File: config.mk
export PLATFORM = sky130hd
export DESIGN_NAME = mem_arbiter
export DESIGN_NICKNAME = d
export VERILOG_FILES = /design/src/rtl/mem_arbiter_pkg.sv /design/src/rtl/mem_arbiter.sv
export SDC_FILE = /design/constraint.sdc
export NUM_CORES = 1
export LEC_CHECK = 0
export BUFFER_PORTS_ARGS = -buffer_cell sky130_fd_sc_hd__buf_2
export CAP_MARGIN = 15
export CORE_AREA = 5 5 77 79
export CTS_BUF_LIST = sky130_fd_sc_hd__clkbuf_4 sky130_fd_sc_hd__clkbuf_8 sky130_fd_sc_hd__clkbuf_16
export CTS_CLUSTER_DIAMETER = 30
export DETAILED_ROUTE_END_ITERATION = 7
export DIE_AREA = 0 0 82 84
export PLACE_DENSITY = 0.78
export SKIP_CTS_REPAIR_TIMING = 1
export SLEW_MARGIN = 20
export SYNTH_ARGS = -nofsm -noshare
export SYNTH_HDL_FRONTEND = slang
export SYNTH_SLANG_ARGS = --single-unit
File: constraint.sdc
create_clock -name clk -period 2.26 [get_ports clk]
set_clock_uncertainty 0.15 [all_clocks]
set_input_delay 0.452 -clock clk [delete_from_list [all_inputs] [get_ports clk]]
set_output_delay 0.452 -clock clk [all_outputs]
set_load 0.01 [all_outputs]
File: src/rtl/mem_arbiter_pkg.sv
// Shared definitions for the two-port memory arbiter: response ownership
// encoding, default parameters and a counter-width helper.
package mem_arbiter_pkg;

  localparam int DEPTH_DEFAULT      = 10;
  localparam int STARVE_MAX_DEFAULT = 4;
  localparam int DATA_W             = 32;
  localparam int BE_W               = DATA_W / 8;

  // Which port the RAM access issued last cycle belongs to.
  typedef enum logic [1:0] {
    OWN_NONE = 2'd0,
    OWN_IF   = 2'd1,
    OWN_D    = 2'd2
  } owner_e;

  // Everything needed one cycle after a grant to route the RAM read data.
  typedef struct packed {
    owner_e owner;
    logic   write;
  } rsp_tag_t;

  // Width of a counter that must hold 0..max_val; never narrower than 1 bit.
  function automatic int cnt_width(input int max_val);
    return (max_val < 1) ? 1 : $clog2(max_val + 1);
  endfunction

endpackage

File: src/rtl/mem_arbiter.sv
// Two-port arbiter in front of an external single-port synchronous RAM.
// The data port normally has priority; a saturating starvation counter
// forces a fetch grant once the fetch port has lost STARVE_MAX times in a
// row. Responses come back exactly one cycle after the grant on the port
// that owned the access.
module mem_arbiter
  import mem_arbiter_pkg::*;
#(
  parameter int DEPTH      = DEPTH_DEFAULT,
  parameter int STARVE_MAX = STARVE_MAX_DEFAULT
) (
  input  logic              clk,
  input  logic              rst_n,

  input  logic              if_req_valid,
  input  logic [DEPTH-1:0]  if_req_addr,
  output logic              if_req_ready,
  output logic              if_rsp_valid,
  output logic [DATA_W-1:0] if_rsp_data,

  input  logic              d_req_valid,
  input  logic              d_req_we,
  input  logic [DEPTH-1:0]  d_req_addr,
  input  logic [DATA_W-1:0] d_req_wdata,
  input  logic [BE_W-1:0]   d_req_be,
  output logic              d_req_ready,
  output logic              d_rsp_valid,
  output logic [DATA_W-1:0] d_rsp_data,

  output logic              mem_en,
  output logic [BE_W-1:0]   mem_we,
  output logic [DEPTH-1:0]  mem_addr,
  output logic [DATA_W-1:0] mem_wdata,
  input  logic [DATA_W-1:0] mem_rdata
);

  localparam int             CNT_W   = cnt_width(STARVE_MAX);
  localparam logic [CNT_W-1:0] CNT_MAX = CNT_W'(STARVE_MAX);

  owner_e           grant;
  logic [CNT_W-1:0] starve_cnt;
  logic [CNT_W-1:0] starve_cnt_nxt;
  rsp_tag_t         rsp_tag;
  rsp_tag_t         rsp_tag_nxt;

  // Pick at most one winner this cycle from the valids and the starvation count.
  always_comb begin
    // NOTE: every always_comb output gets a default first so no path leaves it
    // unassigned, which would otherwise infer a latch.
    grant = OWN_NONE;
    // NOTE: rst_n gates the grant combinationally so ready and mem_en stay low
    // for the whole reset interval, not just after the next clock edge.
    if (rst_n) begin
      if (if_req_valid && d_req_valid) begin
        grant = (starve_cnt == CNT_MAX) ? OWN_IF : OWN_D;
      end else if (d_req_valid) begin
        grant = OWN_D;
      end else if (if_req_valid) begin
        grant = OWN_IF;
      end
    end
  end

  assign if_req_ready = (grant == OWN_IF);
  assign d_req_ready  = (grant == OWN_D);

  // Drive the RAM port from the winner; everything is zero when idle.
  always_comb begin
    mem_en    = 1'b0;
    mem_we    = '0;
    mem_addr  = '0;
    mem_wdata = '0;
    unique case (grant)
      OWN_IF: begin
        mem_en   = 1'b1;
        mem_addr = if_req_addr;
      end
      OWN_D: begin
        mem_en    = 1'b1;
        mem_addr  = d_req_addr;
        mem_wdata = d_req_wdata;
        mem_we    = d_req_we ? d_req_be : '0;
      end
      default: ;
    endcase
  end

  // Next starvation count and the tag describing the access issued now.
  always_comb begin
    starve_cnt_nxt = '0;
    if (if_req_valid && (grant != OWN_IF)) begin
      starve_cnt_nxt = (starve_cnt == CNT_MAX) ? starve_cnt
                                               : starve_cnt + CNT_W'(1);
    end
    rsp_tag_nxt.owner = grant;
    rsp_tag_nxt.write = (grant == OWN_D) && d_req_we;
  end

  // Register the starvation count and response tag; reset drops any in-flight response.
  always_ff @(posedge clk or negedge rst_n) begin
    if (!rst_n) begin
      starve_cnt    <= '0;
      rsp_tag.owner <= OWN_NONE;
      rsp_tag.write <= 1'b0;
    end else begin
      // NOTE: sequential state uses non-blocking assignments so every register
      // samples values from before this edge, regardless of statement order.
      starve_cnt <= starve_cnt_nxt;
      rsp_tag    <= rsp_tag_nxt;
    end
  end

  // Route RAM read data to the owning port; write acks and non-owners read 0.
  always_comb begin
    if_rsp_valid = (rsp_tag.owner == OWN_IF);
    d_rsp_valid  = (rsp_tag.owner == OWN_D);
    if_rsp_data  = if_rsp_valid ? mem_rdata : '0;
    d_rsp_data   = (d_rsp_valid && !rsp_tag.write) ? mem_rdata : '0;
  end

endmodule

# Word-level counts from Yosys, hierarchy flattened
# Index checks and enable logic that the tools add are counted.
totals:
  reg_bits: 6
  input_bits: 93
  output_inout_bits: 115
  elab_cells: 31
classes:
  n_addsub: 1
  n_eq_ne: 7
  muxes: 14
  n_reduce_logical: 6
ops:
  columns: ["cell", "count"]
  rows:
  - ["$mux 32", 3]
  - ["$pmux 10 s2", 1]
  - ["$mux 2", 4]
  - ["$mux 4", 2]
  - ["$mux 3", 2]
  - ["$eq 2x1->1 const B", 2]
  - ["$eq 2x2->1 const B", 2]
  - ["$logic_and 1x1->1", 4]
  - ["$add 3x1->3 const B", 1]
  - ["$eq 3x3->1 const B", 1]
  - ["$mux 1", 2]
  - ["$ne 2x1->1 const B", 1]
  - ["$ne 2x2->1 const B", 1]
  - ["$reduce_or 2->1", 1]
  - ["$logic_not 1->1", 1]

# Longest topological paths before layout
# Gate-level depths: netlist of run 1.
logic_depth:
  ltp_word: 7
  mapped_depth: 9
  ltp_nobuf: 9

# Worst setup path before layout of run 1
# No wires, ideal clock.
synth_timing:
  path_kind: "reg2out"
  start: "register starve_cnt[0]"
  end: "output port mem_addr[0]"
  arrival_ns: 1.593
  t_required_ns: 1.658
  path_slack_ns: 0.065
  path_stages_with_launch: 10
  path_buffers: 1
  path_cell_list: "dfrtp_1 -> inv_1 -> ha_1 -> nand2_2 -> nand2_1 -> and3_1 -> ha_1 -> buf_2 -> a22oi_1 -> nor2_1"
synth_via:
  elab_chain_cells: 6
  word_cells_on_any_way: 7
  cone_classes: "eq/ne (3); mux (4)"
synth_lines:
  columns: ["element", "line", "source"]
  rows:
  - ["from (decl)", "mem_arbiter.sv:41", "logic [CNT_W-1:0] starve_cnt;"]
  - ["from (signal assigned)", "mem_arbiter.sv:108", "starve_cnt <= starve_cnt_nxt;"]
  - ["$eq 3x3->1 (*)", "mem_arbiter.sv:55", "grant = (starve_cnt == CNT_MAX) ? OWN_IF : OWN_D;"]
  - ["$mux 2 (*)", "mem_arbiter.sv:55", null]
  - ["$mux 2 (*)", "mem_arbiter.sv:54", "if (if_req_valid && d_req_valid) begin"]
  - ["$mux 2 (*)", "mem_arbiter.sv:53", "if (rst_n) begin"]
  - ["named net grant[0]", "mem_arbiter.sv:40", "owner_e grant;"]
  - ["$eq 2x2->1 / $eq 2x1->1 (equally long branches)", "mem_arbiter.sv:73", "unique case (grant)"]
  - ["$pmux 10 s2 (*)", "mem_arbiter.sv:73", null]
  - ["to (decl)", "mem_arbiter.sv:32", "output logic [DEPTH-1:0] mem_addr,"]
# The timed path passes the listed nets; every way through them passes the cells marked *.

# Final worst setup path of run 1
layout_timing:
  start: "register starve_cnt[1]"
  end: "output port mem_addr[1]"
# Same word-level chain as after synthesis.

==> results of run 1 <==
[flip-flops by register name, indices dropped and copies added (netlist names)]
name,cells
rsp_tag,3
starve_cnt,3
[worst min path at each step]
stage / from / to / slack (ns) / cells after the start
6_report: rst_n / starve_cnt[2] / 0.07 / 2
5_1_grt: rst_n / starve_cnt[2] / 0.07 / 2
4_1_cts: rst_n / rsp_tag[2] / 0.02 / 2
3_5_place_dp: rst_n / starve_cnt[2] / 0.26 / 2
3_3_place_gp: rst_n / starve_cnt[2] / 0.25 / 2
2_1_floorplan: rst_n / rsp_tag[0] / 0.006 / 0
[per-stage QoR]
step | instance area, µm² | util [%] | setup TNS, ns
2_1_floorplan | 1190 | - | 0
3_3_place_gp | 2300 | 43.7 | -0.0402
3_5_place_dp | 2300 | 43.7 | -1.15
4_1_cts | 2340 | 44.5 | -10.77
5_1_grt | 2570 | 48.7 | -7.67
6_report | 2570 | 48.7 | -3.86
[layout make-up]
type,count,area [µm²],share of cell area [%]
sequential,6,150,5.85
clock buffer,3,41.3,1.61
multi-input combinational,147,1040,40.5
inverter,5,18.8,0.731
tap,72,90.1,3.51
timing repair buffer,222,1230,47.8
[power breakdown]
group / internal (mW) / leakage, nW / switching (mW)
sequential: 0.116 / 0.0796 / 0.00641
clock: 0.114 / 0.0216 / 0.0431
combinational: 0.213 / 1.54 / 0.188
[critical path, stage by stage, from the launching register on]
cell	delay, ns
dfrtp_1	0.39
inv_2	0.09
ha_4	0.16
nand2_4	0.06
nand2_4	0.08
and3_4	0.22
ha_4	0.18
buf_6	0.14
a22oi_1	0.06
nor2_1	0.08
buf_2	0.13
[placed cells by master (no fill, tap or decap), types with 4 or more instances in the layout]
master   count
buf_2      206
and2_1      96
nor2_1      11
buf_4        9
a22oi_1      8
dfrtp_1      6
and3_1       5
inv_2        4
ha_4         4
[per-layer routing]
layer	vias to the layer above	wire length, µm	track usage, %
li1	962	-	-
met1	825	2220	18.0
met2	110	3230	27.6
met3	10	687	3.46
met4	0	110	4.83
met5	-	0	0
[cell families after synthesis]
| kind of cell | share of synthesized area (%) |
|---|---|
| and+or+nand+nor | 63.6 |
| buffers and inverters | 7.81 |
| AOI/OAI and AO/OA | 8.65 |
| adders and majority gates | 6.33 |
| DFF | 12.7 |
| muxes | 0.949 |
==> results.py, run 1 <==
metrics = {
    "timing": {
        "finalHoldViolCount": 0,
        "rsz0062_at_grt": "yes",
        "finalCriticalPeriod_ns": 2.42,
        "slew_headroom_pct": 82.7,
        "tightest_slew_ns": 0.259,
        "setup_ws_ns": -0.156,
        "final.period_utilization_pct": 107,
        "drv_slew": 0,
        "setup_viol": 46,
        "hold_ws_ns": 0.0706,
        "fmax_ghz": 0.414,
    },
    "critical_path": {
        "reg2reg_depth": 12,
        "critPathLaunchType": "flop",
        "reg2reg_setup_slack_ns": 0.20,
        "r2r_start": "starve_cnt[1]",
        "crit_fanout": 7,
        "crit_required_ns": 1.66,
        "end_kind": "output port",
        "endpoint": "mem_addr[1]",
        "critPathLaunch": "starve_cnt[1]",
        "r2r_end": "starve_cnt[2]",
        "worstSetupPathType": "reg -> out",
        "crit_arrival_ns": 1.81,
    },
    "drt": {
        "drtPass1Iterations": 4,
        "viasPerCell": 4.19,
        "drt-total-wl_um": 6250,
        "drcViolationCount": 0,
        "via_count": 1907,
        "drtIter0Drc": 23,
        "antenna_left": 0,
        "post_drt_wl_per_cell_um": 13.7,
    },
    "yosys": {
        "avgSynthCellArea_um2": 6.98,
        "yosys.area.top_type": "and2_1",
        "async_flop_share_pct": 100,
        "synthCells": 170,
        "synth_common_cells": "97 x and2_1, 11 x nor2_1, 10 x a22oi_1",
        "ys_ff_latch": 6,
        "syn-cell-area_um2": 1190,
        "seq_area_frac_synth_pct": 12.7,
        "yosysWarnings": 0,
        "synth_top_flop_cell": "dfrtp_1",
        "post_synth_num_cell_types": 23,
        "synth_area_leaders": "and2_1 51%, dfrtp_1 13%, a22oi_1 6.3%, ha_1 6.3%, nor2_1 3.5%",
        "yosys.area.top_type_share_pct": 51.2,
        "synth_edf_count": 0,
        "synth.most_common_cell": "and2_1",
        "syn-num-nets": 269,
    },
    "clock_network": {
        "cts_buffer_depth": 2,
        "cts_root_buf": "clkbuf_8",
        "clkSinkCount": 6,
        "path_clk_slew_ns": 0.03,
        "tritoncts": "done",
        "cts_htree_levels": 1,
        "clk_latency_ns": 0.22,
        "numCtsBuffers": 3,
    },
    "status": {
        "violations": "setup timing",
        "outcome": "complete, but fails checks",
    },
    "die": {
        "die_y_um": 84,
        "ioPinCount": 208,
        "initial_utilization_pct": 22.5,
        "rows": 27,
        "dieArea_um2": 6890,
        "die_x_um": 82,
        "fp.coreArea_um2": 5270,
    },
    "grt": {
        "grt_pass1_wl_um": 8440,
        "overflow": 0,
        "grt_max_degree": 38,
        "antenna_found_initial": 0,
        "grt.total_usage_pct": 15.5,
        "grt_pass1_vias": 1722,
    },
    "power": {
        "p_leak_nw": 1.64,
        "power_density_nw_per_um2": 265,
        "fin_total_pwr_mw": 0.680,
        "peakVddDrop_uv": 252,
    },
    "layout": {
        "drive_gt1_share_pct": 63.4,
        "num-nets-final": 484,
        "fin_cells": 455,
        "area_growth_pct": 117,
        "fill_cells": 525,
        "n_antenna_cell": 0,
    },
    "run": {
        "cap_violations": 0,
    },
    "hold_path": {
        "min-delay-path-class": "in -> async",
    },
    "place": {
        "port_buffers": 207,
        "dp.cells": 444,
        "dp_slack_ns": -0.135,
        "place_congestion": 0.913,
        "hpwl_um": 5120,
    },
}
(Power assumes the default switching activity.)
==> run 2: changes to the inputs <==
--- a/config.mk
+++ b/config.mk
@@ -12,7 +12,8 @@
 export CTS_CLUSTER_DIAMETER = 30
 export DETAILED_ROUTE_END_ITERATION = 7
 export DIE_AREA = 0 0 82 84
-export PLACE_DENSITY = 0.78
+export HOLD_SLACK_MARGIN = 0.02
+export PLACE_DENSITY = 0.81
 export SKIP_CTS_REPAIR_TIMING = 1
 export SLEW_MARGIN = 20
 export SYNTH_ARGS = -nofsm -noshare
==> constraint.sdc (replaced) <==
create_clock -name clk -period 2.2 [get_ports clk]
set_clock_uncertainty 0.15 [all_clocks]
set_input_delay 0.44 -clock clk [delete_from_list [all_inputs] [get_ports clk]]
set_output_delay 0.44 -clock clk [all_outputs]
set_load 0.01 [all_outputs]
==> results.py, run 2 (same netlist as run 1, synthesis figures left out) <==
metrics = {
    "critical_path": {
        "crit_arrival_ns": 1.76,
        "crit_chain": "inv_2, ha_4, nand3_1, nand3_2, inv_4, ha_4, a22oi_2, nor2_1, buf_2",
        "crit_fanout": 11,
        "worstSetupPathType": "reg -> out",
        "cp_common_cell": "ha_4",
        "crit_required_ns": 1.61,
        "slowest_stage": "dfrtp_1",
        "end_kind": "output port",
        "slowest_delay_ns": 0.35,
        "critPathLaunchType": "flop",
    },
    "layout": {
        "mostFrequentLayoutCells": "207 x buf_2, 97 x and2_1, 11 x nor2_1",
        "area_growth_pct": 115,
        "final_util_pct": 48.4,
        "fin_area_um2": 2550,
        "num-nets-final": 481,
        "drive_gt1_share_pct": 64.7,
        "reg_top3": "rsp_tag: 3 flops, starve_cnt: 3 flops",
        "n_antenna_cell": 0,
        "mostFrequentLayoutCell": "buf_2",
        "fill_cells": 514,
    },
    "drt": {
        "drtIter0Drc": 30,
        "drtPass1Iterations": 3,
        "drcViolationCount": 0,
        "via_count": 1879,
        "drt-total-wl_um": 5600,
        "antenna_left": 0,
        "viasPerCell": 4.16,
        "post_drt_wl_per_cell_um": 12.4,
    },
    "timing": {
        "finalHoldViolCount": 0,
        "tightest_slew_ns": 0.264,
        "tns_ns": -5.50,
        "slew_headroom_pct": 82.4,
        "fmax_ghz": 0.426,
        "finalCriticalPeriod_ns": 2.35,
        "hold_ws_ns": 0.0645,
        "rsz0062_at_grt": "yes",
        "drv_slew": 0,
        "setup_viol": 47,
        "setup_ws_ns": -0.145,
        "final.period_utilization_pct": 107,
    },
    "die": {
        "ioPinCount": 208,
        "dieArea_um2": 6890,
        "initial_utilization_pct": 22.5,
        "die_x_um": 82,
        "die_y_um": 84,
        "fp.coreArea_um2": 5270,
        "rows": 27,
    },
    "power": {
        "power_density_nw_per_um2": 269,
        "peakVddDrop_uv": 213,
        "p_leak_nw": 1.61,
    },
    "grt": {
        "grt_pass1_wl_um": 7790,
        "grt_pass1_vias": 1761,
        "antenna_found_initial": 0,
        "grt_max_degree": 38,
        "grt.total_usage_pct": 13.9,
        "overflow": 0,
    },
    "place": {
        "place_area_um2": 2310,
        "place_congestion": 0.784,
        "dp_slack_ns": -0.148,
        "hpwl_um": 4800,
        "port_buffers": 207,
    },
    "clock_network": {
        "clkSinkCount": 6,
        "cts_buffer_depth": 2,
        "cts_root_buf": "clkbuf_8",
        "path_clk_slew_ns": 0.04,
        "tritoncts": "done",
        "numCtsBuffers": 3,
        "cts_htree_levels": 1,
        "clk_latency_ns": 0.22,
    },
    "status": {
        "outcome": "complete, but fails checks",
        "violations": "setup timing",
    },
    "run": {
        "cap_violations": 0,
    },
    "hold_path": {
        "min-delay-path-class": "in -> async",
    },
}
-- run 2: cell types whose count changed in the layout (fill, tap and decap cells not counted), sizes merged --
cell    before  now
buf        219  218
clkbuf       6    4
-- run 2: final cells by class --
type | instances | area (µm²) | area share (%)
tap | 72 | 90.1 | 3.53
inverter | 5 | 21.3 | 0.834
multi-input combinational | 147 | 1080 | 42.2
timing repair buffer | 219 | 1170 | 46.0
sequential | 6 | 150 | 5.89
clock buffer | 3 | 41.3 | 1.62
-- run 2: metrics by stage --
step | cells | power, mW
final | 452 | 0.686
after global routing | 452 | 0.739
after CTS | 448 | 0.644
after detailed placement | 445 | 0.476
after global placement | 445 | 0.466
after floorplan | 170 | 0.291
-- run 2: worst paths after layout --
path	cells after the start	to	slack, ns	from
min in group clk	2	rsp_tag[0]	0.36	d_req_we
setup reg to reg	11	starve_cnt[2]	0.35	starve_cnt[1]
hold / removal	2	starve_cnt[2]	0.06	rst_n
max in group asynchronous	2	rsp_tag[0]	1.72	rst_n
hold reg to reg	1	starve_cnt[2]	0.40	starve_cnt[2]
setup / recovery	9	mem_addr[4]	-0.15	starve_cnt[0]
-- run 2: layer usage --
| metal | wire length, µm | global-route usage (%) | up-vias |
|---|---|---|---|
| met4 | 47 | 3.17 | 0 |
| li1 | - | - | 962 |
| met5 | 0 | 0 | - |
| met3 | 761 | 3.13 | 4 |
| met2 | 2900 | 26.8 | 122 |
| met1 | 1890 | 14.5 | 791 |
-- run 2: worst max-delay path: cells and delay by family, from the launching register on --
kind / cells / cell delay [ns]
buffers and inverters: 3 / 0.32
adder cells (fa/ha/maj): 2 / 0.41
flip-flops: 1 / 0.35
AO/OA/AOI/OAI: 1 / 0.10
AND/OR/NAND/NOR: 3 / 0.34
-- run 2: power by group --
group	switching [mW]	internal, mW	total, mW
Combinational	0.186	0.210	0.396
Sequential	0.00577	0.119	0.125
Clock	0.0473	0.118	0.165
